$ cat config.mk
export PLATFORM = sky130hd
export DESIGN_NAME = pwm_duty_meter
export DESIGN_NICKNAME = d
export VERILOG_FILES = /design/src/rtl/stopwatch_pkg.sv /design/src/rtl/sync_2ff.sv /design/src/rtl/pwm_duty_meter.sv
export SDC_FILE = /design/constraint.sdc
export NUM_CORES = 1
export LEC_CHECK = 0
export ABC_AREA = 1
export BUFFER_PORTS_ARGS = -buffer_cell sky130_fd_sc_hd__buf_2
export CORE_MARGIN = 5
export CORE_UTILIZATION = 31
export DETAILED_ROUTE_END_ITERATION = 10
export GPL_TIMING_DRIVEN = 0
export SLEW_MARGIN = 20
export SYNTH_ARGS = -nofsm -noshare
export SYNTH_HDL_FRONTEND = slang
export SYNTH_HIERARCHICAL = 1
export SYNTH_SLANG_ARGS = --single-unit
$ cat constraint.sdc
create_clock -name clk -period 2.84 [get_ports clk]
set_clock_uncertainty 0.2 [all_clocks]
set_input_delay 0.426 -clock clk [delete_from_list [all_inputs] [get_ports clk]]
set_output_delay 0.426 -clock clk [all_outputs]
set_load 0.1 [all_outputs]
$ cat src/rtl/stopwatch_pkg.sv
// Shared constants for the segment dimmer and the duty meter that reads it
// back. The dimmer frame counts 0..DIM_FRAME-1. Each brightness level is
// worth DIM_STEP on-cycles per frame.
package stopwatch_pkg;

  localparam int unsigned DIM_FRAME     = 15001;
  localparam int unsigned DIM_STEP      = 1000;
  localparam int unsigned DIM_MAX_LEVEL = 15;

  typedef logic [3:0] level_t;

  // Bits needed to hold any value 0..n inclusive.
  function automatic int unsigned count_width(input int unsigned n);
    return $clog2(n + 1);
  endfunction

endpackage

$ cat src/rtl/sync_2ff.sv
// Two-flop synchroniser for a single asynchronous bit.
//   clk  : destination clock
//   rst  : asynchronous active-high reset, loads RESET_VAL into both flops
//   d    : asynchronous input
//   q    : synchronised output, 2 clk cycles behind d
module sync_2ff #(
  parameter bit RESET_VAL = 1'b0
) (
  input  logic clk,
  input  logic rst,
  input  logic d,
  output logic q
);

  logic meta;

  always_ff @(posedge clk or posedge rst) begin
    if (rst) begin
      meta <= RESET_VAL;
      q    <= RESET_VAL;
    end else begin
      meta <= d;
      q    <= meta;
    end
  end

endmodule

$ cat src/rtl/pwm_duty_meter.sv
// Duty-cycle meter for one PWM-dimmed display line. It counts lit cycles over
// a window of one dimmer frame and divides the count back to a brightness
// level, rounded half up and saturated at MAX_LEVEL.
//   clk           : system clock
//   rst           : asynchronous active-high reset
//   pwm_in        : dimmed segment line, asynchronous to clk
//   level         : last measured brightness 0..MAX_LEVEL, held between updates
//   level_valid   : one-cycle pulse when level is updated (once per window)
//   level_changed : pulses with level_valid when the new level differs
import stopwatch_pkg::*;

module pwm_duty_meter #(
  parameter int unsigned WINDOW     = DIM_FRAME,
  parameter int unsigned STEP       = DIM_STEP,
  parameter int unsigned MAX_LEVEL  = DIM_MAX_LEVEL,
  parameter bit          ACTIVE_LOW = 1'b1
) (
  input  logic   clk,
  input  logic   rst,
  input  logic   pwm_in,
  output level_t level,
  output logic   level_valid,
  output logic   level_changed
);

  localparam int unsigned CW = count_width(WINDOW);
  localparam int unsigned RW = CW + 1;

  localparam logic [CW-1:0] WIN_LAST = CW'(WINDOW - 1);
  localparam logic [RW-1:0] STEP_R   = RW'(STEP);
  localparam logic [RW-1:0] HALF_R   = RW'(STEP / 2);
  localparam level_t        MAX_Q    = level_t'(MAX_LEVEL);

  localparam logic [0:0] IDLE = 1'b0;
  localparam logic [0:0] DIV  = 1'b1;

  logic          sync_bit;
  logic          on;
  logic          snap_now;
  logic [CW-1:0] win_cnt;
  logic [CW-1:0] on_cnt;
  logic [CW-1:0] snap;
  logic [RW-1:0] rem;
  level_t        q;
  logic [0:0]    state;

  sync_2ff #(
    .RESET_VAL (ACTIVE_LOW)
  ) u_sync (
    .clk (clk),
    .rst (rst),
    .d   (pwm_in),
    .q   (sync_bit)
  );

  // 1 = segment lit, regardless of line polarity.
  assign on       = sync_bit ^ ACTIVE_LOW;
  assign snap_now = (win_cnt == WIN_LAST);

  // The final cycle of the window is folded into the snapshot, and the
  // divider loads this sum directly, so DIV starts on the very next cycle.
  assign snap = on_cnt + CW'(on);

  always_ff @(posedge clk or posedge rst) begin
    if (rst) begin
      win_cnt <= '0;
      on_cnt  <= '0;
    end else if (snap_now) begin
      win_cnt <= '0;
      on_cnt  <= '0;
    end else begin
      win_cnt <= win_cnt + 1'b1;
      on_cnt  <= on_cnt + CW'(on);
    end
  end

  // Restoring divide by repeated subtraction; one quotient step per cycle,
  // capped at MAX_LEVEL so large counts saturate instead of wrapping.
  always_ff @(posedge clk or posedge rst) begin
    if (rst) begin
      state         <= IDLE;
      rem           <= '0;
      q             <= '0;
      level         <= '0;
      level_valid   <= 1'b0;
      level_changed <= 1'b0;
    end else begin
      level_valid   <= 1'b0;
      level_changed <= 1'b0;
      case (state)
        IDLE: begin
          if (snap_now) begin
            rem   <= {1'b0, snap} + HALF_R;
            q     <= '0;
            state <= DIV;
          end
        end
        DIV: begin
          if (rem >= STEP_R && q < MAX_Q) begin
            rem <= rem - STEP_R;
            q   <= q + 1'b1;
          end else begin
            level         <= q;
            level_valid   <= 1'b1;
            level_changed <= (q != level);
            state         <= IDLE;
          end
        end
        default: state <= IDLE;
      endcase
    end
  end

endmodule

==> results.yml, run 1 <==
final_layout:
  multi_input_area_sq_um: 1740
  utilization: 0.348
  area.sequential_sq_um: 1400
  drive_gt1_frac: 0.168
  num-nets-final: 467
  instances_no_fill: 597
  antenna_cells: 0
  area_growth_pct: 10.3
  fillers: 1111
yosys:
  dominantRegCellSynth: "dfrtp_1"
  syn_area_per_cell_sq_um: 7.77
  synth_fp_nets: 449
  netlist.area_leader.share: 0.397
  synth_top_cell_by_area: "dfrtp_1"
  synth.most_common_cell: "nand2_1"
  synth_commonest_cells: "nand2_1 (101), dfrtp_1 (54), inv_1 (53)"
  ys_async_sr_fraction: 1.00
  netlist_area_sq_um: 3400
  synth_edf_count: 0
  ys_types: 43
  ys_ff_latch: 56
  yosys_warnings: 6
  ys_seq_area_frac: 0.413
  synthCells: 438
  netlist_top_cells_area: "dfrtp_1 (40%), nand2_1 (11%), inv_1 (5.8%)"
setup_path:
  r2r-end: "rem[10]$_DFFE_PP0P_"
  path_cells: "inv_1, ha_2, ha_1, xor2_1, ha_1, inv_1, nand3_1, nor2_2, nand4_4, a21oi_2, nand2_1, a21oi_1"
  path_delay_family: "adder cells"
  r2r_cells: 12
  crit_cells: 12
  startpoint: "u_sync/q$_DFF_PP1_"
  crit_buf_inv: 2
  cp_slowest_cell: "dfstp_2"
  rrSetupSlack_ps: 300
  crit_path_start_kind: "flop"
  critPathMaxFanout: 6
  cpPeakStageDelay_ps: 530
  critical_path_class: "flop to flop"
  r2r_start: "u_sync/q$_DFF_PP1_"
  endpoint: "rem[10]$_DFFE_PP0P_"
  arrival_ps: 2580
  critPathRequiredTime_ps: 2880
  worstSetupEndpointType: "flop"
grt:
  grt_antenna_before_repair: 0
  grt_max_degree: 55
  track_usage: 0.115
  grt-ovfl-total: 0
  grt_pass1_vias: 2800
  grt_first_pass_wirelength_um: 12500
sta:
  finalSetupTns_ps: 0
  maxSlewHeadroom: 0.546
  fin_crit_sh: 0.894
  rsz0062_at_grt: "false"
  finalHoldViolations: 0
  worst_slew_pin_slew_ps: 681
  setup_viol: 0
  finalCriticalPeriod_ps: 2540
  maxSlewViolCount: 0
  max_freq_mhz: 394
  final.setup.worst_slack_ps: 300
floorplan:
  die_w_um: 115
  io_pins: 9
  start_util: 0.315
  die_y_um: 115
  dieArea_sq_um: 13200
  core_sq_um: 10800
  num_rows: 38
place:
  numPortBuffers: 8
  gp_congestion: 0.858
  dp_hpwl_um: 5190
  dpl.cell_count: 586
  pre_cts_ws_ps: 185
detailed_routing:
  viasPerCell: 4.67
  dr.pass1.iters: 4
  drt-total-wl_um: 6920
  drt.antenna.violating_nets: 0
  drtIter0Drc: 138
  routedWlPerCell_um: 11.6
  vias: 2787
  drc: 0
cts:
  cts_tree: "done"
  cts_max_path_buffers: 2
  cts_root_buf: "clkbuf_8"
  clk_latency_ps: 310
  clk_transition_reported_paths_ps: 100
  htreeDepth: 2
  cts_buffers: 5
  cts_num_sinks: 56
pwr:
  peakVddDrop_v: 0.000233
  p_leak_nw: 1.82
  power_density_nw_per_um2: 504
flow_run:
  drv_cap: 0
worst_hold_path:
  hold_path.class: "flop to flop"
outcome:
  status: "complete, no violations"
power breakdown:
part           internal, mW  leakage (nW)  switching, mW  total (mW)
clock                 0.178        0.0485          0.279       0.457
sequential            0.842         0.751         0.0450       0.887
combinational         0.194          1.02          0.353       0.547
worst reg2reg max path, stage by stage, from the launching register on:
cell	delay, ps
dfstp_2	530
inv_1	50
ha_2	220
ha_1	220
xor2_1	180
ha_1	210
inv_1	50
nand3_1	130
nor2_2	180
nand4_4	140
a21oi_2	140
nand2_1	70
a21oi_1	140
state kept, by name, summed over array words and instances, names as in the netlist:
| name | count |
|---|---|
| u_sync/q | 1 |
| state | 1 |
| level | 4 |
| win_cnt | 14 |
| on_cnt | 14 |
| q | 4 |
| level_valid | 1 |
| u_sync/meta | 1 |
| level_changed | 1 |
| rem | 15 |
worst min-delay path by stage:
stage / startpoint / endpoint / slack (ps) / cells past startpoint
final: u_sync/meta$_DFF_PP1_ / u_sync/q$_DFF_PP1_ / 170 / 0
after global routing: u_sync/meta$_DFF_PP1_ / u_sync/q$_DFF_PP1_ / 180 / 0
after detailed placement: u_sync/meta$_DFF_PP1_ / u_sync/q$_DFF_PP1_ / 160 / 0
after CTS: u_sync/meta$_DFF_PP1_ / u_sync/q$_DFF_PP1_ / 170 / 0
after floorplan: rst / u_sync/meta$_DFF_PP1_ / 140 / 1
after global placement: u_sync/meta$_DFF_PP1_ / u_sync/q$_DFF_PP1_ / 150 / 0
final cells by class:
| class | instances | share of cell area |
|---|---|---|
| well taps | 140 | 0.0467 |
| multi-input cells | 315 | 0.463 |
| flip-flops and latches | 56 | 0.374 |
| inverters | 61 | 0.0623 |
| repair buffers | 11 | 0.0180 |
| clock inverters | 3 | 0.00600 |
| clock buffers | 5 | 0.0183 |
| plain buffers | 6 | 0.0117 |
what timing repair did:
item	in CTS	in global routing
gates resized for setup	0	3
hold buffers	2	0
setup buffers	0	1
endpoints found under the setup margin	0	3
endpoints found under the hold margin	3	0
layout by cell type (no fill, tap or decap), types with 10 or more instances in the layout:
cell | synthesis | routed
inv_1 | 53 | 52
nand2_1 | 101 | 101
nand2_2 | 10 | 10
o21ai_0 | 20 | 20
nand3_1 | 29 | 29
nand4_1 | 11 | 11
a21oi_1 | 23 | 22
buf_2 | 2 | 10
nor2_1 | 49 | 49
dfrtp_1 | 54 | 54
routing by layer:
metal	up-vias	track usage	routed length, um
met5	-	0	0
met1	1318	0.150	3270
met3	7	0.0163	198
met2	23	0.199	3370
li1	1439	-	-
met4	0	0.0313	81
per-stage QoR:
step / cell area, sq um / total power, mW / hold slack, ps
after floorplan: 3400 / 1.31 / 138
after global placement: 3620 / 1.41 / 149
after detailed placement: 3620 / 1.42 / 155
after CTS: 3730 / 1.89 / 171
after global routing: 3750 / 2.04 / 177
final: 3750 / 1.89 / 168
logic make-up after synthesis:
| family | after synthesis | share of synthesized area |
|---|---|---|
| flops | 56 | 0.413 |
| fa+ha+maj | 8 | 0.0294 |
| simple gates | 238 | 0.350 |
| buf+inv | 67 | 0.0809 |
| xor+xnor | 11 | 0.0283 |
| mux | 2 | 0.00662 |
| compound gates | 56 | 0.0916 |
Power figures use the tool's default switching activity.
==> inputs of run 2 (changes only) <==
Settings changed: CORE_MARGIN 5 to 2.
==> results.yml, run 2 (synthesis results as in run 1) <==
setup_path:
  critical_path_class: "flop to flop"
  cp_slowest_cell: "dfstp_2"
  cpPeakStageDelay_ps: 540
  critPathMaxFanout: 6
  critPathRequiredTime_ps: 2890
  worstSetupEndpointType: "flop"
  path_cells: "inv_1, ha_1, ha_1, xor2_1, ha_1, inv_1, nand3_1, nor2_2, nand4_4, a21oi_1, nand2_1, a21oi_1"
  crit_path_start_kind: "flop"
  arrival_ps: 2670
  path_delay_family: "adder cells"
  crit_buf_inv: 2
  cp_common_cell: "ha_1"
outcome:
  status: "complete, no violations"
sta:
  setup_viol: 0
  maxSlewHeadroom: 0.543
  finalSetupTns_ps: 0
  hold_slack_ps: 153
  finalHoldViolations: 0
  maxSlewViolCount: 0
  rsz0062_at_grt: "false"
  final.setup.worst_slack_ps: 222
  max_freq_mhz: 382
  fin_crit_sh: 0.922
  worst_slew_pin_slew_ps: 685
  finalCriticalPeriod_ps: 2620
detailed_routing:
  dr.pass1.iters: 4
  drtIter0Drc: 129
  drt-total-wl_um: 6990
  drc: 0
  routedWlPerCell_um: 11.7
  drt.antenna.violating_nets: 0
  vias: 2792
  viasPerCell: 4.68
final_layout:
  final_cell_mix: "nand2_1 (101), dfrtp_1 (54), inv_1 (52)"
  final_area_sq_um: 3740
  drive_gt1_frac: 0.162
  final_common_cell: "nand2_1"
  top_register: "rem"
  largestRegisters: "rem x15, on_cnt x14, win_cnt x14"
  num-nets-final: 466
  fillers: 1124
  area_growth_pct: 9.97
  antenna_cells: 0
  largest_reg_flops: 15
floorplan:
  num_rows: 38
  core_sq_um: 10800
  io_pins: 9
  die_y_um: 109
  start_util: 0.315
  die_w_um: 109
  dieArea_sq_um: 11800
cts:
  cts_tree: "done"
  clk_latency_ps: 310
  cts_root_buf: "clkbuf_8"
  clk_transition_reported_paths_ps: 110
  cts_max_path_buffers: 2
  cts_num_sinks: 56
  htreeDepth: 2
  cts_buffers: 5
worst_hold_path:
  hold_path.class: "flop to flop"
pwr:
  p_leak_nw: 1.81
  power_density_nw_per_um2: 501
  peakVddDrop_v: 0.000264
place:
  place_area_sq_um: 3620
  pre_cts_ws_ps: 194
  gp_congestion: 0.803
  numPortBuffers: 8
  dp_hpwl_um: 5220
grt:
  grt-ovfl-total: 0
  grt_first_pass_wirelength_um: 12000
  grt_max_degree: 55
  track_usage: 0.127
  grt_antenna_before_repair: 0
  grt_pass1_vias: 2636
flow_run:
  drv_cap: 0
## run 2: cell type report
class	count	area (sq um)	share of cell area
flip-flops and latches	56	1400	0.375
plain buffers	6	43.8	0.0117
repair buffers	10	60.1	0.0161
clock buffers	5	68.8	0.0184
well taps	140	175	0.0468
multi-input cells	315	1730	0.463
inverters	61	234	0.0625
clock inverters	3	23.8	0.00635
## run 2: path summary, 6_finish.rpt
kind                                       start  depth (start not counted)                   to  slack [ps]
max reg2reg                   u_sync/q$_DFF_PP1_                         12  rem[10]$_DFFE_PP0P_         220
max in group asynchronous                    rst                          3  on_cnt[2]$_DFF_PP0_        1410
min reg2reg                u_sync/meta$_DFF_PP1_                          0   u_sync/q$_DFF_PP1_         150
min in group asynchronous                    rst                          3   u_sync/q$_DFF_PP1_         490
min                        u_sync/meta$_DFF_PP1_                          0   u_sync/q$_DFF_PP1_         150
max                           u_sync/q$_DFF_PP1_                         12  rem[10]$_DFFE_PP0P_         220
## run 2: per-stage QoR
stage,utilization,power [mW],std cells
6_report,0.347,1.88,596
5_1_grt,0.347,2.00,596
4_1_cts,0.345,1.89,595
3_5_place_dp,0.335,1.43,586
3_3_place_gp,0.335,1.41,586
2_1_floorplan,-,1.31,438
## run 2: report_power, final
part	internal [mW]	total [mW]	switching, mW	leakage (nW)
sequential	0.842	0.888	0.0464	0.751
combinational	0.178	0.525	0.346	1.02
clock	0.176	0.462	0.286	0.0404
## run 2: per-layer routing
layer | vias up | track usage | part of all wire
met5 | - | 0 | 0
met4 | 0 | 0.0247 | 0.0036
met3 | 2 | 0.0161 | 0.020
met2 | 22 | 0.224 | 0.49
met1 | 1326 | 0.167 | 0.48
li1 | 1442 | - | -
## run 2: repair_timing
item                       in CTS  in global routing
setup endpoints to repair       0                  1
hold buffers                    1                  1
gates resized for setup         0                  1
hold endpoints to repair        2                  1
buffers inserted                0                  0
## run 2: worst reg2reg max path, delay by kind of cell, from the launching register on
family          cells  cell delay [ps]
compound gates      2              280
xor+xnor            1              180
fa+ha+maj           3              710
buf+inv             2              100
flops               1              540
simple gates        4              540
==> inputs of run 3 (changes only) <==
Settings changed: ABC_AREA 1 to unset.
==> results.yml, run 3 <==
yosys:
  ys_async_sr_fraction: 1.00
  ys_ff_latch: 56
  syn_area_per_cell_sq_um: 9.79
  synth_edf_count: 0
  yosys_warnings: 6
  ys_types: 61
  netlist_top_cells_area: "dfrtp_1 (42%), xor2_1 (5.4%), xnor2_1 (5.2%)"
  synth_top_cell_by_area: "dfrtp_1"
  netlist_area_sq_um: 3230
  ys_seq_area_frac: 0.435
  netlist.area_leader.share: 0.418
  synthCells: 330
  synth.most_common_cell: "dfrtp_1"
  synth_fp_nets: 341
  dominantRegCellSynth: "dfrtp_1"
  synth_commonest_cells: "dfrtp_1 (54), nand2_1 (26), nor2_1 (25)"
sta:
  maxSlewViolCount: 0
  fin_crit_sh: 0.969
  worst_slew_pin_slew_ps: 660
  max_freq_mhz: 364
  rsz0062_at_grt: "true"
  maxSlewHeadroom: 0.560
  setup_viol: 0
  finalHoldViolations: 0
  final.setup.worst_slack_ps: 89.1
  finalCriticalPeriod_ps: 2750
detailed_routing:
  viasPerCell: 5.07
  drtIter0Drc: 124
  routedWlPerCell_um: 13.8
  drt.antenna.violating_nets: 0
  dr.pass1.iters: 4
  drc: 0
  vias: 2466
  drt-total-wl_um: 6700
setup_path:
  r2r_cells: 8
  rrSetupSlack_ps: 90
  endpoint: "rem[11]$_DFFE_PP0P_"
  critPathMaxFanout: 9
  critical_path_class: "flop to flop"
  crit_path_start_kind: "flop"
  arrival_ps: 2780
  r2r-end: "rem[11]$_DFFE_PP0P_"
  critPathRequiredTime_ps: 2870
  r2r_start: "u_sync/q$_DFF_PP1_"
  startpoint: "u_sync/q$_DFF_PP1_"
  worstSetupEndpointType: "flop"
final_layout:
  drive_gt1_frac: 0.140
  final_common_cell: "dfrtp_1"
  largest_reg_flops: 15
  instances_no_fill: 486
  final_cell_mix: "dfrtp_1 (54), nand2_1 (26), nor2_1 (25)"
  fillers: 1014
  antenna_cells: 0
  num-nets-final: 360
  top_register: "rem"
  utilization: 0.356
  area_growth_pct: 12.8
  largestRegisters: "rem x15, on_cnt x14, win_cnt x14"
outcome:
  status: "complete, no violations"
place:
  dpl.cell_count: 474
  dp_hpwl_um: 4750
  pre_cts_ws_ps: -380
  gp_congestion: 0.809
  numPortBuffers: 8
floorplan:
  core_sq_um: 10200
  start_util: 0.316
  dieArea_sq_um: 11300
  num_rows: 37
  io_pins: 9
  die_y_um: 106
  die_w_um: 106
grt:
  grt_first_pass_wirelength_um: 11900
  grt-ovfl-total: 0
  grt_pass1_vias: 2529
  track_usage: 0.129
  grt_max_degree: 55
  grt_antenna_before_repair: 0
worst_hold_path:
  hold_path.class: "flop to flop"
pwr:
  power_density_nw_per_um2: 546
  p_leak_nw: 1.58
  peakVddDrop_v: 0.000242
cts:
  cts_tree: "done"
  cts_max_path_buffers: 2
  htreeDepth: 2
  cts_root_buf: "clkbuf_8"
  cts_buffers: 5
  clk_latency_ps: 330
  cts_num_sinks: 56
  clk_transition_reported_paths_ps: 120
flow_run:
  drv_cap: 0
run 3: worst min path at each step:
stage | end | slack (ps) | from | cells past startpoint
final | u_sync/q$_DFF_PP1_ | 170 | u_sync/meta$_DFF_PP1_ | 0
after global placement | u_sync/q$_DFF_PP1_ | 150 | u_sync/meta$_DFF_PP1_ | 0
after CTS | u_sync/q$_DFF_PP1_ | 170 | u_sync/meta$_DFF_PP1_ | 0
after global routing | u_sync/q$_DFF_PP1_ | 170 | u_sync/meta$_DFF_PP1_ | 0
after floorplan | u_sync/meta$_DFF_PP1_ | 140 | rst | 1
after detailed placement | u_sync/q$_DFF_PP1_ | 150 | u_sync/meta$_DFF_PP1_ | 0
run 3: power by group:
group | switching (mW) | internal (mW) | leakage, nW | total [mW]
Clock | 0.282 | 0.182 | 0.0491 | 0.464
Sequential | 0.0509 | 0.845 | 0.749 | 0.896
Combinational | 0.349 | 0.280 | 0.784 | 0.629
Total | 0.682 | 1.31 | 1.58 | 1.99
run 3: routing by layer:
layer	up-vias	share of wire	global-route usage
met1	1202	0.50	0.169
met4	0	0.013	0.0367
met5	-	0	0
met3	7	0.025	0.0264
li1	1228	-	-
met2	29	0.47	0.215
run 3: timing repair:
action / CTS / global route
hold buffers: 2 / 0
resized for setup: 8 / 3
buffers inserted: 0 / 4
endpoints found under the setup margin: 11 / 11
hold endpoints to repair: 3 / 0
pin swaps: 1 / 4
gates cloned: 0 / 0
run 3: metrics by stage:
stage	instance area (sq um)	TNS [ps]	total power [mW]	hold slack [ps]
4_1_cts	3600	0	1.97	169
3_3_place_gp	3440	-1770	1.41	146
6_report	3640	0	1.99	166
3_5_place_dp	3440	-2070	1.43	151
2_1_floorplan	3230	0	1.31	138
5_1_grt	3640	-4.28	2.13	173
run 3: cell type report:
| class | count | area, sq um | share of cell area |
|---|---|---|---|
| Clock buffer | 5 | 68.8 | 0.0189 |
| Sequential cell | 56 | 1400 | 0.385 |
| Clock inverter | 3 | 26.3 | 0.00721 |
| Multi-Input combinational cell | 248 | 1770 | 0.487 |
| Tap cell | 136 | 170 | 0.0467 |
| Inverter | 12 | 47.5 | 0.0130 |
| Timing Repair Buffer | 14 | 90.1 | 0.0247 |
| Buffer | 12 | 63.8 | 0.0175 |
run 3: cell families (layout without fill, tap and decap cells):
| kind of cell | Yosys count | in the layout | synth area share |
|---|---|---|---|
| flip-flops | 56 | 56 | 0.435 |
| AO/OA/AOI/OAI | 58 | 58 | 0.127 |
| buffers and inverters | 26 | 46 | 0.0360 |
| XOR/XNOR | 39 | 39 | 0.106 |
| AND/OR/NAND/NOR | 134 | 134 | 0.231 |
| multiplexers | 9 | 9 | 0.0349 |
| adder cells (fa/ha/maj) | 8 | 8 | 0.0310 |
run 3: critical path, stage by stage (launching register included):
cell	delay, ps
dfstp_2	540
inv_1	40
ha_2	240
ha_4	210
or4b_4	540
a32oi_4	300
a22oi_1	150
xor2_1	200
a211oi_1	230
